==> src/rtl/regfile_cmd_ctrl.sv <==
// Command sequencer for the 8x16 register file: decodes write/read byte commands from the
// receive path and returns read data as two bytes on a valid/ready transmit port.
module regfile_cmd_ctrl #(
  parameter int unsigned         BYTE_W = 8,
  parameter int unsigned         ADDR_W = 3,
  parameter int unsigned         MEM_W  = 16,
  parameter logic [BYTE_W-1:0]   WR_CMD = 8'hAA,
  parameter logic [BYTE_W-1:0]   RD_CMD = 8'hBB
) (
  input  logic              CLK,
  input  logic              RST,
  input  logic [BYTE_W-1:0] RX_P_DATA,
  input  logic              RX_D_VLD,
  input  logic [MEM_W-1:0]  RdData,
  output logic [MEM_W-1:0]  WrData,
  output logic [ADDR_W-1:0] Address,
  output logic              WrEn,
  output logic              RdEn,
  output logic [BYTE_W-1:0] TX_P_DATA,
  output logic              TX_D_VLD,
  input  logic              TX_READY,
  output logic              CMD_ERR
);

  typedef enum logic [3:0] {
    StIdle, StWrAddr, StWrLsb, StWrMsb, StWrExec,
    StRdAddr, StRdExec, StRdCap, StTxLsb, StTxMsb
  } state_e;

  state_e              state_q, state_d;
  logic [ADDR_W-1:0]   addr_q, addr_d;
  logic [MEM_W-1:0]    wdata_q, wdata_d;
  logic [MEM_W-1:0]    hold_q, hold_d;
  logic [BYTE_W-1:0]   tx_data_q, tx_data_d;
  logic                tx_vld_q, tx_vld_d;
  logic                wren_q, wren_d;
  logic                rden_q, rden_d;
  logic                err_q, err_d;

  always_comb begin
    state_d   = state_q;
    addr_d    = addr_q;
    wdata_d   = wdata_q;
    hold_d    = hold_q;
    tx_data_d = tx_data_q;
    err_d     = 1'b0;
    unique case (state_q)
      StIdle: begin
        if (RX_D_VLD) begin
          if (RX_P_DATA == WR_CMD)      state_d = StWrAddr;
          else if (RX_P_DATA == RD_CMD) state_d = StRdAddr;
        end
      end
      StWrAddr, StRdAddr: begin
        if (RX_D_VLD) begin
          addr_d = RX_P_DATA[ADDR_W-1:0];
          // Address bytes with bits above the register file range are rejected.
          if (|RX_P_DATA[BYTE_W-1:ADDR_W]) begin
            err_d   = 1'b1;
            state_d = StIdle;
          end else begin
            state_d = (state_q == StWrAddr) ? StWrLsb : StRdExec;
          end
        end
      end
      StWrLsb: begin
        if (RX_D_VLD) begin
          wdata_d[BYTE_W-1:0] = RX_P_DATA;
          state_d             = StWrMsb;
        end
      end
      StWrMsb: begin
        if (RX_D_VLD) begin
          wdata_d[MEM_W-1:BYTE_W] = RX_P_DATA;
          state_d                 = StWrExec;
        end
      end
      StWrExec: state_d = StIdle;
      StRdExec: state_d = StRdCap;
      StRdCap: begin
        hold_d    = RdData;
        tx_data_d = RdData[BYTE_W-1:0];
        state_d   = StTxLsb;
      end
      StTxLsb: begin
        if (TX_READY) begin
          tx_data_d = hold_q[MEM_W-1:BYTE_W];
          state_d   = StTxMsb;
        end
      end
      StTxMsb: begin
        if (TX_READY) state_d = StIdle;
      end
      default: state_d = StIdle;
    endcase
  end

  // Strobes are decoded from the next state so they line up with the state they belong to.
  always_comb begin
    wren_d   = (state_d == StWrExec);
    rden_d   = (state_d == StRdExec);
    tx_vld_d = (state_d == StTxLsb) || (state_d == StTxMsb);
  end

  always_ff @(posedge CLK or posedge RST) begin
    if (RST) begin
      state_q   <= StIdle;
      addr_q    <= '0;
      wdata_q   <= '0;
      hold_q    <= '0;
      tx_data_q <= '0;
      tx_vld_q  <= 1'b0;
      wren_q    <= 1'b0;
      rden_q    <= 1'b0;
      err_q     <= 1'b0;
    end else begin
      state_q   <= state_d;
      addr_q    <= addr_d;
      wdata_q   <= wdata_d;
      hold_q    <= hold_d;
      tx_data_q <= tx_data_d;
      tx_vld_q  <= tx_vld_d;
      wren_q    <= wren_d;
      rden_q    <= rden_d;
      err_q     <= err_d;
    end
  end

  assign WrData    = wdata_q;
  assign Address   = addr_q;
  assign WrEn      = wren_q;
  assign RdEn      = rden_q;
  assign TX_P_DATA = tx_data_q;
  assign TX_D_VLD  = tx_vld_q;
  assign CMD_ERR   = err_q;

endmodule

==> config.mk <==
export PLATFORM = sky130hd
export DESIGN_NAME = regfile_cmd_ctrl
export DESIGN_NICKNAME = d
export VERILOG_FILES = /design/src/rtl/regfile_cmd_ctrl.sv
export SDC_FILE = /design/constraint.sdc
export NUM_CORES = 1
export LEC_CHECK = 0
export ABC_AREA = 1
export ABC_CLOCK_PERIOD_IN_PS = 1320
export CELL_PAD_IN_SITES_DETAIL_PLACEMENT = 1
export CELL_PAD_IN_SITES_GLOBAL_PLACEMENT = 1
export CORE_MARGIN = 5
export CORE_UTILIZATION = 31
export DETAILED_ROUTE_END_ITERATION = 10
export PLACE_DENSITY_LB_ADDON = 0.1
export SYNTH_ARGS = -nofsm -noshare
export SYNTH_HDL_FRONTEND = slang
export SYNTH_SLANG_ARGS = --single-unit
==> constraint.sdc <==
create_clock -name CLK -period 1.32 [get_ports CLK]
set_clock_uncertainty 0.05 [all_clocks]
set_input_delay 0.132 -clock CLK [delete_from_list [all_inputs] [get_ports CLK]]
set_output_delay 0.132 -clock CLK [all_outputs]
set_load 0.1 [all_outputs]
After elaboration in Yosys (flattened, before gate mapping)
Index checks and enable logic that the tools add are counted.
Storage, ports and cells
  register bits after elaboration: 51
  input bits: 28
  output and inout port bits: 31
  logic and storage cells: 50
Cells by class
  eq/ne operators: 15
  mux-type cells: 16
  reduce and logical (&&, ||, !) cells: 9
Operator list (count)
  $mux 4: 8
  $pmux 4 s8: 1
  $eq 4x3->1 const B: 5
  $eq 4x4->1 const B: 4
  $eq 8x8->1 const B: 2
  $pmux 8 s2: 1
  $eq 4x2->1 const B: 2
  $mux 8: 1
  $reduce_and 2->1: 4
  $mux 3: 2
  $reduce_or 5->1: 1
  $eq 4x1->1 const B: 1
  $logic_not 4->1: 1
  $mux 1: 3
  $ne 2x2->1 const B: 1
  $reduce_bool 2->1: 1
  $reduce_or 2->1: 1
  $logic_or 1x1->1: 1

Depth between registers and ports, before layout
  depth in word-level cells: 7
  mapped depth: 9
  gate-level depth less buffers: 9

Least setup slack after synthesis
OpenSTA, ideal clock, no wires.
  path type: register to register
  start: register state_q[0]
  end: register hold_q[10]
  setup time: 0.125 ns
  arrival time: 1.108 ns
  path slack: 0.037 ns
  cell stages (with the launch flop): 6
  buffers on the path: 1
  period minus slack after synthesis: 1.283 ns
  cell sequence: dfrtp_1 nand2_1 inv_1 nand2_2 buf_6 mux2_4
On the way
  cells in the longest elaborated chain, start to end: 1
Ends and longest elaborated chain
  start, declared: RTL line 30  | state_e state_q, state_d;
  start signal, assigned: RTL line 107  | state_q <= StIdle;
  start signal, assigned: RTL line 117  | state_q <= state_d;
  $eq 4x3->1: RTL line 47  | unique case (state_q)
  end signal, assigned: RTL line 120  | hold_q <= hold_d;
  end, declared: RTL line 33  | logic [MEM_W-1:0] hold_q, hold_d;
No other way between the ends.
A chain may end at the register's enable or synchronous reset.

Worst setup path after layout
  start: register state_q[0]
  end: register hold_q[13]
The elaborated chain is that of the path after synthesis.

==> flow_summary_export.csv <==
group,metric,value,unit
setup_path,cp.buffers_inverters,2,
timing,fin_crit_sh,1.02,
power,peakVddDrop,0.929,mV
setup_path,critPathLaunch,"state_q[0]",
cts,htreeDepth,2,
setup_path,worst-path-max-fanout,11,
drt,num_vias,1669,
drt,wirelength,5310,um
global_route,grtUsageTotal,0.148,
synth,syn_nets,237,
setup_path,path_class,"register to register",
setup_path,path_depth,5,
timing,slew_headroom,0.827,
setup_path,arrival,1490,ps
setup_path,crit_slowest_cell,"dfrtp_2",
drt,drc_errors,0,
global_route,grt_pass1_wl,8900,um
cts,clkLatencyLatePin,300,ps
synth,syn_inst,209,
run_status,violations,"negative setup slack",
floorplan,die-height,89.3,um
worst_hold_path,hp-class,"primary input to asynchronous set/reset pin",
setup_path,r2r_cells,5,
synth,ys_types,17,
drt,drtAntennaViolNets,0,
timing,rsz0062_at_grt,"yes",
timing,finalSetupViolCount,8,
cells_and_area,area_growth,68.1,%
synth,synth_seq_cells,43,
drt,wl_per_cell,14.5,um
setup_path,critPathRequiredTime,1460,ps
cells_and_area,antenna-diode-count,0,
floorplan,floorplan.initialDensity,0.323,
timing,drv_slew,0,
setup_path,crit_chain,"nand2_2 > inv_2 > nand2_2 > buf_12 > mux2_4",
placement,pre_cts_slack,-237,ps
cts,cts_hold_buf,0,
floorplan,die_w,89.3,um
drt,drt-initial-drc-count,14,
setup_path,r2r-start,"state_q[0]",
cells_and_area,final_layout_size_suffix_gt1_frac,0.354,
synth,seq_area_frac_synth,0.552,
power,p_per_area,987,nW/um2
timing,clock.fmax,0.743,GHz
drt,routed_via_density,4.56,
setup_path,critPathCaptureType,"register",
setup_path,crit_top_cell,"nand2_2",
global_route,grt_max_degree,26,
placement,io_buffers,58,
synth,syn_area_per_cell,9.32,um2
cts,numClockSinks,43,
run_status,status,"finished, violations left",
cells_and_area,nFillCells,673,
run,maxCapViolCount,0,
drt,first_pass_iters,3,
cts,clk_pin_slew,90,ps
floorplan,io_pins,59,
timing,setup_slack,-25.2,ps
setup_path,startpoint_type,"register",
floorplan,core_area,6030,um2
timing,hold_viol_final,0,
floorplan,die_area,7970,um2
cts,clockRootBuffer,"clkbuf_8",
cts,numCtsBuffers,5,
cts,clk_path_buf_depth,2,
floorplan,rows,28,
setup_path,r2r_slack,-30,ps
global_route,antenna_found_initial,0,
power,p_leak,1.53,nW
global_route,grt_overflow,0,
cells_and_area,fin_nets,318,
cts,cts_tree,"yes",
setup_path,crit_family,"flip-flops",
placement,place_congestion,0.777,
setup_path,max_stage_delay,460,ps
timing,whs,16.3,ps
setup_path,endpoint,"hold_q[13]",
global_route,grt_pass1_vias,1815,
setup_path,r2r-end,"hold_q[13]",
synth,synth_warnings,0,
timing,layout_min_cycle_time,1350,ps
timing,worst_pin_slew,260,ps
placement,hpwlAfterDp,4110,um
synth,synth_area,1950,um2
## cell usage in the layout (no fill, tap or decap)
cell | Yosys | final
a21oi_1 | 2 | 2
a31oi_1 | 8 | 8
buf_12 | 0 | 35
buf_4 | 0 | 18
bufinv_16 | 0 | 1
clkbuf_8 | 0 | 5
clkdlybuf4s50_1 | 0 | 27
clkinvlp_4 | 0 | 1
dfrtp_1 | 43 | 39
dfrtp_2 | 0 | 4
inv_1 | 18 | 14
inv_2 | 2 | 6
inv_6 | 0 | 1
mux2_4 | 8 | 8
nand2_1 | 52 | 49
nand2_2 | 3 | 6
nand2_8 | 0 | 1
nand3_1 | 16 | 16
nand3_2 | 2 | 1
nand3_4 | 0 | 1
nor2_1 | 21 | 11
nor2_2 | 3 | 10
nor2_4 | 1 | 4
nor3_1 | 3 | 2
nor3_4 | 0 | 1
o21ai_0 | 20 | 19
o21ai_1 | 0 | 1
## cells by family after synthesis
group	synth area share
flops	0.552
buf+inv	0.0732
simple gates	0.231
compound gates	0.0822
mux	0.0617
## worst min-delay path by stage
stage / to / from / depth (start not counted) / slack, ps
CTS: hold_q[8] / RST / 2 / 10
floorplan: hold_q[10] / RdData[10] / 1 / 230
detailed placement: hold_q[8] / RST / 2 / 350
global placement: hold_q[8] / RST / 2 / 340
finish: hold_q[8] / RST / 2 / 20
global route: hold_q[8] / RST / 2 / 30
## synthesized netlist by cell type
cell type	count	share of area
buf_6	6	0.035
inv_2	2	0.0039
nor3_1	3	0.0077
nand2_2	3	0.0096
nor2_4	1	0.0058
nor2_1	21	0.040
mux2_4	8	0.062
nand2_1	52	0.10
dfrtp_1	43	0.55
nand2_4	1	0.0058
nand3_1	16	0.041
nand3_2	2	0.010
inv_1	18	0.035
a21oi_1	2	0.0051
a31oi_1	8	0.026
o21ai_0	20	0.051
nor2_2	3	0.0096
## area by class of cell
cell class                 count  area [um2]  area share
clock inverter                 3        46.3      0.0141
multi-input combinational    140         805       0.246
tap                           75        93.8      0.0286
clock buffer                   5        68.8      0.0210
timing repair buffer          80        1110       0.338
sequential                    43        1080       0.330
inverter                      20        75.1      0.0229
## metrics by stage
step | area (um2) | instances | setup TNS (ps) | power, W | utilization
after global routing | 3280 | 366 | -1450 | 0.00338 | 0.544
after detailed placement | 3070 | 356 | -2280 | 0.00220 | 0.509
after CTS | 3210 | 365 | -101 | 0.00328 | 0.532
after floorplan | 1950 | 209 | 0 | 0.00184 | -
final | 3280 | 366 | -129 | 0.00323 | 0.544
after global placement | 3070 | 356 | -1270 | 0.00220 | 0.509
## what timing repair did
| item | CTS | global route |
|---|---|---|
| buffers inserted | 1 | 1 |
| endpoints found under the setup margin | 29 | 37 |
| resized for setup | 7 | 21 |
## state kept, by name, indices dropped and copies added, names as in the netlist
signal and count:
TX_D_VLD 1, state_q 4, hold_q 8, CMD_ERR 1, TX_P_DATA 8, WrEn 1, RdEn 1, Address 3
WrData 16
## report_power, final
group | switching (W) | internal (W)
Sequential | 0.0000601 | 0.00137
Clock | 0.000482 | 0.000570
Combinational | 0.000447 | 0.000302
Total | 0.000988 | 0.00224
## routing by layer
layer,routed length (um),up-vias,GRT usage
li1,-,840,-
met1,2150,779,0.173
met2,2750,42,0.255
met3,291,8,0.0369
met4,125,0,0.0636
met5,0,-,0
(Power assumes the default switching activity.)
